File: src/rtl/serial_add_sub_if.sv
// Operand/result handshake bundle for serial_add_sub.
// i_sub exists only when SUB_EN is defined.
interface serial_add_sub_if #(
    parameter int WIDTH = 32
);
    logic             i_valid;
    logic             o_ready;
    logic [WIDTH-1:0] i_a;
    logic [WIDTH-1:0] i_b;
`ifdef SUB_EN
    logic             i_sub;
`endif
    logic             o_valid;
    logic             i_ready;
    logic [WIDTH-1:0] o_result;
    logic             o_carry;
    logic             o_overflow;

    modport master (
`ifdef SUB_EN
        output i_sub,
`endif
        output i_valid, i_a, i_b, i_ready,
        input  o_ready, o_valid, o_result, o_carry, o_overflow
    );

    modport slave (
`ifdef SUB_EN
        input  i_sub,
`endif
        input  i_valid, i_a, i_b, i_ready,
        output o_ready, o_valid, o_result, o_carry, o_overflow
    );
endinterface

File: src/rtl/serial_add_sub.sv
// Bit-serial adder/subtractor: one full-adder step per clock, LSB first.
// Define SUB_EN to add the i_sub port and subtract mode (A + ~B + 1).
module serial_add_sub #(
    parameter int WIDTH = 32
) (
    input  logic              clk,
    input  logic              rst,
    serial_add_sub_if.slave   bus
);
    localparam int CNT_W = (WIDTH > 2) ? $clog2(WIDTH) : 1;
    localparam logic [CNT_W-1:0] LAST_BIT   = CNT_W'(WIDTH - 1);
    localparam logic [CNT_W-1:0] PENULT_BIT = CNT_W'(WIDTH - 2);

    typedef enum logic [1:0] {
        IDLE = 2'd0,
        RUN  = 2'd1,
        DONE = 2'd2
    } state_t;

    function automatic logic fa_sum(input logic x, input logic y, input logic c);
        return x ^ y ^ c;
    endfunction

    function automatic logic fa_carry(input logic x, input logic y, input logic c);
        return (x & y) | (x & c) | (y & c);
    endfunction

    state_t             state_r;
    state_t             state_nxt_s;
    logic [WIDTH-1:0]   sa_r;
    logic [WIDTH-1:0]   sb_r;
    logic [WIDTH-2:0]   res_r;
    logic [CNT_W-1:0]   cnt_r;
    logic               carry_r;
    logic               c_msb_r;
    logic [WIDTH-1:0]   result_r;
    logic               carry_out_r;
    logic               ovf_r;
    logic               ready_r;
    logic               valid_r;
    logic               sub_mode_s;
    logic               sub_in_s;
    logic               y_s;
    logic               sum_s;
    logic               cout_s;
    logic [WIDTH-1:0]   res_nxt_s;
    logic               last_bit_s;
    logic               msb_in_bit_s;

`ifdef SUB_EN
    logic               sub_r;
    assign sub_in_s   = bus.i_sub;
    assign sub_mode_s = sub_r;

    // Mode latch, captured only on the accept edge
    always_ff @(posedge clk or posedge rst) begin
        if (rst) begin
            sub_r <= 1'b0;
        end else if (state_r == IDLE && bus.i_valid) begin
            sub_r <= sub_in_s;
        end
    end
`else
    assign sub_in_s   = 1'b0;
    assign sub_mode_s = 1'b0;
`endif

    // Full-adder cell and bit-position decode
    always_comb begin
        y_s          = sb_r[0] ^ sub_mode_s;
        sum_s        = fa_sum(sa_r[0], y_s, carry_r);
        cout_s       = fa_carry(sa_r[0], y_s, carry_r);
        res_nxt_s    = {sum_s, res_r};
        last_bit_s   = (cnt_r == LAST_BIT);
        msb_in_bit_s = (cnt_r == PENULT_BIT);
    end

    // Next-state logic
    always_comb begin
        state_nxt_s = state_r;
        case (state_r)
            IDLE: begin
                if (bus.i_valid) state_nxt_s = RUN;
                else             state_nxt_s = IDLE;
            end
            RUN: begin
                if (last_bit_s) state_nxt_s = DONE;
                else            state_nxt_s = RUN;
            end
            DONE: begin
                if (bus.i_ready) state_nxt_s = IDLE;
                else             state_nxt_s = DONE;
            end
            default: state_nxt_s = IDLE;
        endcase
    end

    // State register and registered handshake outputs
    always_ff @(posedge clk or posedge rst) begin
        if (rst) begin
            state_r <= IDLE;
            ready_r <= 1'b1;
            valid_r <= 1'b0;
        end else begin
            state_r <= state_nxt_s;
            ready_r <= (state_nxt_s == IDLE);
            valid_r <= (state_nxt_s == DONE);
        end
    end

    // Serial datapath: operand shifters, carry flop, result capture
    always_ff @(posedge clk or posedge rst) begin
        if (rst) begin
            sa_r        <= {WIDTH{1'b0}};
            sb_r        <= {WIDTH{1'b0}};
            res_r       <= {(WIDTH-1){1'b0}};
            cnt_r       <= {CNT_W{1'b0}};
            carry_r     <= 1'b0;
            c_msb_r     <= 1'b0;
            result_r    <= {WIDTH{1'b0}};
            carry_out_r <= 1'b0;
            ovf_r       <= 1'b0;
        end else begin
            case (state_r)
                IDLE: begin
                    if (bus.i_valid) begin
                        sa_r    <= bus.i_a;
                        sb_r    <= bus.i_b;
                        carry_r <= sub_in_s;
                        cnt_r   <= {CNT_W{1'b0}};
                    end
                end
                RUN: begin
                    sa_r    <= {1'b0, sa_r[WIDTH-1:1]};
                    sb_r    <= {1'b0, sb_r[WIDTH-1:1]};
                    res_r   <= res_nxt_s[WIDTH-1:1];
                    carry_r <= cout_s;
                    cnt_r   <= cnt_r + CNT_W'(1);
                    if (msb_in_bit_s) begin
                        c_msb_r <= cout_s;
                    end
                    // Signed overflow: carry into the MSB differs from carry out of it
                    if (last_bit_s) begin
                        result_r    <= res_nxt_s;
                        carry_out_r <= cout_s;
                        ovf_r       <= c_msb_r ^ cout_s;
                    end
                end
                default: begin
                    cnt_r <= cnt_r;
                end
            endcase
        end
    end

    assign bus.o_ready    = ready_r;
    assign bus.o_valid    = valid_r;
    assign bus.o_result   = result_r;
    assign bus.o_carry    = carry_out_r;
    assign bus.o_overflow = ovf_r;
endmodule

File: src/flat_wrapper.sv
// flat-port wrapper written by rule: the top's interface ports become plain ports
module serial_add_sub_flat 
#(
    parameter int WIDTH = 32
)
  (clk, rst, bus_i_valid, bus_i_a, bus_i_b, bus_i_ready, bus_o_ready, bus_o_valid, bus_o_result, bus_o_carry, bus_o_overflow);
  serial_add_sub_if #(.WIDTH(WIDTH)) bus_i ();
  input  logic clk;
  input  logic rst;
  input wire logic [$bits(bus_i.i_valid)-1:0] bus_i_valid;
  input wire logic [$bits(bus_i.i_a)-1:0] bus_i_a;
  input wire logic [$bits(bus_i.i_b)-1:0] bus_i_b;
  input wire logic [$bits(bus_i.i_ready)-1:0] bus_i_ready;
  output wire logic [$bits(bus_i.o_ready)-1:0] bus_o_ready;
  output wire logic [$bits(bus_i.o_valid)-1:0] bus_o_valid;
  output wire logic [$bits(bus_i.o_result)-1:0] bus_o_result;
  output wire logic [$bits(bus_i.o_carry)-1:0] bus_o_carry;
  output wire logic [$bits(bus_i.o_overflow)-1:0] bus_o_overflow;
  assign bus_i.i_valid = bus_i_valid;
  assign bus_i.i_a = bus_i_a;
  assign bus_i.i_b = bus_i_b;
  assign bus_i.i_ready = bus_i_ready;
  assign bus_o_ready = bus_i.o_ready;
  assign bus_o_valid = bus_i.o_valid;
  assign bus_o_result = bus_i.o_result;
  assign bus_o_carry = bus_i.o_carry;
  assign bus_o_overflow = bus_i.o_overflow;
  serial_add_sub #(.WIDTH(WIDTH)) u_core (.clk(clk), .rst(rst), .bus(bus_i));
endmodule
File: config.mk
export PLATFORM = sky130hd
export DESIGN_NAME = serial_add_sub_flat
export DESIGN_NICKNAME = d
export VERILOG_FILES = /design/src/rtl/serial_add_sub_if.sv /design/src/rtl/serial_add_sub.sv /design/src/flat_wrapper.sv
export SDC_FILE = /design/constraint.sdc
export NUM_CORES = 1
export LEC_CHECK = 0
export BUFFER_PORTS_ARGS = -buffer_cell sky130_fd_sc_hd__buf_4
export CAP_MARGIN = 10
export CORE_MARGIN = 1
export CORE_UTILIZATION = 50
export DETAILED_ROUTE_END_ITERATION = 10
export PLACE_DENSITY = 0.75
export RECOVER_POWER = 100
export SYNTH_ARGS = -nofsm -noshare
export SYNTH_HDL_FRONTEND = slang
export SYNTH_SLANG_ARGS = --single-unit
File: constraint.sdc
create_clock -name clk -period 4.68 [get_ports clk]
set_input_delay 0.702 -clock clk [delete_from_list [all_inputs] [get_ports clk]]
set_output_delay 0.702 -clock clk [all_outputs]
set_load 0.005 [all_outputs]
# After elaboration in Yosys (flattened, before gate mapping)
# Index checks and enable logic that the tools add are counted.
[totals] reg_bits=140 out_inout_bits=36
[op_classes] n_addsub=1 eq_ne=6 mux=12 bitwise=8 n_reduce_logical=6
[op_table] op="$pmux 32 s2" n=2
[op_table] op="$mux 32" n=2
[op_table] op="$eq 5x5->1 const B" n=2
[op_table] op="$pmux 5 s2" n=1
[op_table] op="$pmux 2 s3" n=1
[op_table] op="$reduce_and 2->1" n=3
[op_table] op="$add 5x1->5 const B" n=1
[op_table] op="$mux 5" n=1
[op_table] op="$eq 2x2->1 const B" n=2
[op_table] op="$logic_not 2->1" n=2
[op_table] op="$mux 2" n=2
[op_table] op="$and 1x1->1" n=3
[op_table] op="$xor 1x1->1" n=3
[op_table] op="$eq 2x1->1 const B" n=1
[op_table] op="$mux 1" n=2
[op_table] op="$ne 2x2->1 const B" n=1
[op_table] op="$or 1x1->1" n=2
[op_table] op="$pmux 1 s2" n=1
[op_table] op="$reduce_bool 2->1" n=1

# Longest topological paths before layout
[logic_depth] depth_word=4 depth_mapped=8 depth_no_buf=6

# Worst setup path after synthesis
# No wires, ideal clock.
[synth_timing] kind="register to register" startpoint="reg u_core.cnt_r[0]" endpoint="reg u_core.carry_out_r, in the netlist u_core.bus.o_carry" arrival_time_ns=1.679 setup_slack_ns=2.876 stages_incl_launch_ff=8 synth_period_minus_slack_ns=1.804 cell_sequence="dfrtp_1 > ha_1 > and3_1 > ha_1 > nand3b_4 > buf_6 > buf_6 > mux2_4"
[synth_via] elab_chain_len=2
[synth_lines] element="start: declaration" line="serial_add_sub.sv:33" text="logic [CNT_W-1:0] cnt_r;"
[synth_lines] element="start signal: assignment" line="serial_add_sub.sv:117" text="cnt_r <= {CNT_W{1'b0}};"
[synth_lines] element="start signal: assignment" line="serial_add_sub.sv:130" text="cnt_r <= {CNT_W{1'b0}};"
[synth_lines] element="start signal: assignment" line="serial_add_sub.sv:138" text="cnt_r <= cnt_r + CNT_W'(1);"
[synth_lines] element="$eq 5x5->1" line="serial_add_sub.sv:74" text="last_bit_s = (cnt_r == LAST_BIT);"
[synth_lines] element="$reduce_and 2->1 (no line)"
[synth_lines] element="end signal: assignment" line="serial_add_sub.sv:145" text="carry_out_r <= cout_s;"
[synth_lines] element="end: declaration" line="serial_add_sub.sv:37" text="logic carry_out_r;"
# No other way between the ends.
# A chain may end at the register's enable or synchronous reset.

# Final worst setup path
[layout_timing] startpoint="reg u_core.state_r[0]" endpoint="reg u_core.sb_r[11]"
[layout_via] elab_chain_len=3
[layout_lines] element="start: declaration" line="serial_add_sub.sv:28" text="state_t state_r;"
[layout_lines] element="start signal: assignment" line="serial_add_sub.sv:105" text="state_r <= state_nxt_s;"
[layout_lines] element="$eq 2x1->1 or $logic_not 2->1 (tied branches)" line="serial_add_sub.sv:124" text="case (state_r)"
[layout_lines] element="$reduce_bool 2->1 (no line) or $ne 2x2->1 (tied branches)"
[layout_lines] element="$reduce_and 2->1 (no line)"
[layout_lines] element="end signal: assignment" line="serial_add_sub.sv:115" text="sb_r <= {WIDTH{1'b0}};"
[layout_lines] element="end signal: assignment" line="serial_add_sub.sv:128" text="sb_r <= bus.i_b;"
[layout_lines] element="end signal: assignment" line="serial_add_sub.sv:135" text="sb_r <= {1'b0, sb_r[WIDTH-1:1]};"
[layout_lines] element="end: declaration" line="serial_add_sub.sv:31" text="logic [WIDTH-1:0] sb_r;"
# Several ways; a longest one is shown, not always the timed one.

==> results.cfg <==
[setup_path]
required_ps = 4990
worstSetupPathType = reg2reg
critical-path-top-cell-by-count = buf_4
start_kind = flip-flop
worstPathCellList = buf_4 -> nor2b_1 -> buf_4 -> a22oi_1 -> o21ai_0
cp_delay_by_family_top = simple AND/OR/NAND/NOR gates
cpMaxStageDelayCell = nor2b_1
critical_path.max_fanout = 57
worstPathBufferInverterCount = 2
cp-end-kind = flip-flop
worst_ep_arrival_time_ps = 3600
worst_path_largest_cell_delay_ps = 1270

[clock_network]
cts_tree = yes
ctsRootBufferMaster = clkbuf_16
post_cts_resized = 0
total_cts_buffers = 17
cts_hold_buffers = 0
numClockSinks = 140
clock_tree.htree_level_count = 4
cts_max_path_buffers = 2
worstSkewPairLatency_ps = 410
number_of_post_cts_setup_repair_buffers = 0
clkSlewWorstSetupHoldPaths_ps = 50

[sta]
finalCritPeriodShare = 0.702
hold_viol = 0
clock-skew-final_ps = 9.09
slew_viol_final = 151
grt_setup_unrepaired = no
timing.slew.headroom = -0.380
max_slew.worst_pin.slew_ps = 2070
max_freq_ghz = 0.304
setup_violation_total_in_the_final_timing_report = 0
period_needed_ps = 3290
setup_slack_ps = 1390
totalNegativeSetupSlack_ps = 0

[final_layout]
nNetsFinal = 701
layout-area-overhead-vs-synth_pct = 19.9
post_layout_nonfiller_instances = 784
filler_cells = 972
drive_gt1_frac = 0.228
final_util = 0.622
antenna_cells_inserted = 0
layout_common_cells = 160 x nand2_1, 139 x dfrtp_1, 70 x buf_4, 68 x o21ai_0, 62 x a22oi_1
final_common_cell = nand2_1

[pwr]
leakagePower_nw = 3.48
switching_share = 0.313
p_sw_mw = 1.37
power.share.combinational = 0.252
power.sequential.fraction = 0.442
power_density_mw_per_mm2 = 612
worst_ir_drop_vdd_uv = 422
cell_internal_pwr_mw = 3.01
power_frac_clock = 0.306

[drt]
dr.pass1.iters = 10
vias_per_cell = 5.36
remaining_drc_errors = 17
vias = 4200
wirelength_um = 12000
ant_nets = 0
drtIter0Drc = 264
wl_per_cell_um = 15.3

[global_routing]
grt_antenna_before_repair = 0
grt_pass1_wl_um = 20300
grt_max_degree = 101
vias_in_the_first_global_route = 4168
grt.overflow.total = 0
globalRouteTotalUtil = 0.206

[worst_hold_path]
min_path_type = reg2reg

[place]
place_inst = 752
gp_congestion = 0.772
port-buffer-count = 103
dp.final_hpwl_um = 7500
placement.setup.worst_slack_ps = 2360

[yosys]
ys_async_sr_fraction = 1.00
postSynthCellCount = 542
number_of_synthesized_flops_with_an_enable_pin = 0
synth_area_mm2 = 0.00597
dominantRegCellSynth = dfrtp_1
post_synthesis_net_count = 614
synth.lib_cells_used.distinct = 32
synth-seq-area-share = 0.587
postSynthRegisterBits = 140
synth.yosys.warnings = 0
syn_avg_cell_area_um2 = 11.0

[floorplan]
number_of_rows_in_the_core_area = 39
fp.dieArea_mm2 = 0.0124
die_w_um = 111
floorplan.initialDensity = 0.518
die_height_um = 111
io_pins = 104
floorplan.core_area_mm2 = 0.0115

[job]
maxCapViolations = 3

[run_status]
status = finished, violations left
violations = design-rule violations, max-capacitance violations, max-slew violations
layer usage:
| layer | up-vias | global-route usage | part of all wire |
|---|---|---|---|
| met2 | 112 | 0.318 | 0.48 |
| met5 | - | 0 | 0 |
| met1 | 2045 | 0.275 | 0.45 |
| met4 | 0 | 0.0703 | 0.013 |
| li1 | 2030 | - | - |
| met3 | 13 | 0.0683 | 0.056 |
final cells by class:
cell class	count	area, um2	area share
Clock buffer	25	515	0.0720
Clock inverter	6	82.6	0.0115
Tap cell	143	179	0.0250
Timing Repair Buffer	110	812	0.113
Multi-Input combinational cell	358	2050	0.287
Inverter	2	11.3	0.00157
Sequential cell	140	3500	0.490
flip-flops by register name (all words and copies together), names as in the netlist:
register,cells
u_core.c_msb_r,1
u_core.cnt_r,5
u_core.bus.o_valid,1
u_core.bus.o_overflow,1
u_core.res_r,31
u_core.bus.o_carry,1
u_core.bus.o_result,32
u_core.sb_r,32
u_core.sa_r,32
u_core.bus.o_ready,1
u_core.carry_r,1
u_core.state_r,2
tightest hold or removal path: stages (launching register included):
cell and delay, ps:
dfrtp_1 340, nand2_1 50, o21ai_0 60
cells in the mapped netlist (5+ instances only):
| cell type | n | area [um2] |
|---|---|---|
| mux2_4 | 26 | 390 |
| a22oi_1 | 62 | 465 |
| o21ai_1 | 25 | 125 |
| nand2_1 | 160 | 601 |
| mux2_2 | 8 | 90.1 |
| o21ai_0 | 44 | 220 |
| buf_8 | 6 | 90.1 |
| buf_2 | 12 | 60.1 |
| buf_4 | 6 | 45.0 |
| buf_6 | 5 | 56.3 |
| clkbuf_1 | 11 | 41.3 |
| dfrtp_1 | 139 | 3480 |
| nor2b_1 | 7 | 43.8 |
worst paths after layout:
check	slack, ps	end	start	depth (start not counted)
setup / recovery	1390	u_core.sb_r[11]$_DFFE_PP0P_	u_core.state_r[0]$_DFF_PP0_	5
hold / removal	480	u_core.sb_r[3]$_DFFE_PP0P_	u_core.sb_r[3]$_DFFE_PP0P_	2
setup reg to reg	1390	u_core.sb_r[11]$_DFFE_PP0P_	u_core.state_r[0]$_DFF_PP0_	5
hold reg to reg	480	u_core.sb_r[3]$_DFFE_PP0P_	u_core.sb_r[3]$_DFFE_PP0P_	2
max in group asynchronous	1940	u_core.bus.o_result[31]$_DFFE_PP0P_	rst	3
min in group asynchronous	900	u_core.bus.o_valid$_DFF_PP0_	rst	2
power by group through the flow:
stage	Combinational [mW]	Clock (mW)	Sequential (mW)
after floorplan	0.932	0	1.87
after global placement	1.12	0	1.94
after detailed placement	1.18	0	1.96
after CTS	1.19	1.36	1.94
after global routing	1.26	1.43	1.99
final	1.10	1.34	1.94
cell families after synthesis:
kind of cell	share of synthesized area
AOI/OAI and AO/OA	0.146
DFF	0.587
buffers and inverters	0.0518
adders and majority gates	0.00964
xor gates and xnor gates	0.00147
and+or+nand+nor	0.121
muxes	0.0822
stage by stage:
stage               cell area, um2  hold WS, ps  power [mW]
floorplan                     5970          446        2.80
finish                        7160          482        4.38
detailed placement            6690          470        3.14
global placement              6690          457        3.05
global route                  7160          492        4.68
CTS                           7290          483        4.50
No activity file was read; power rests on OpenSTA's default activity.
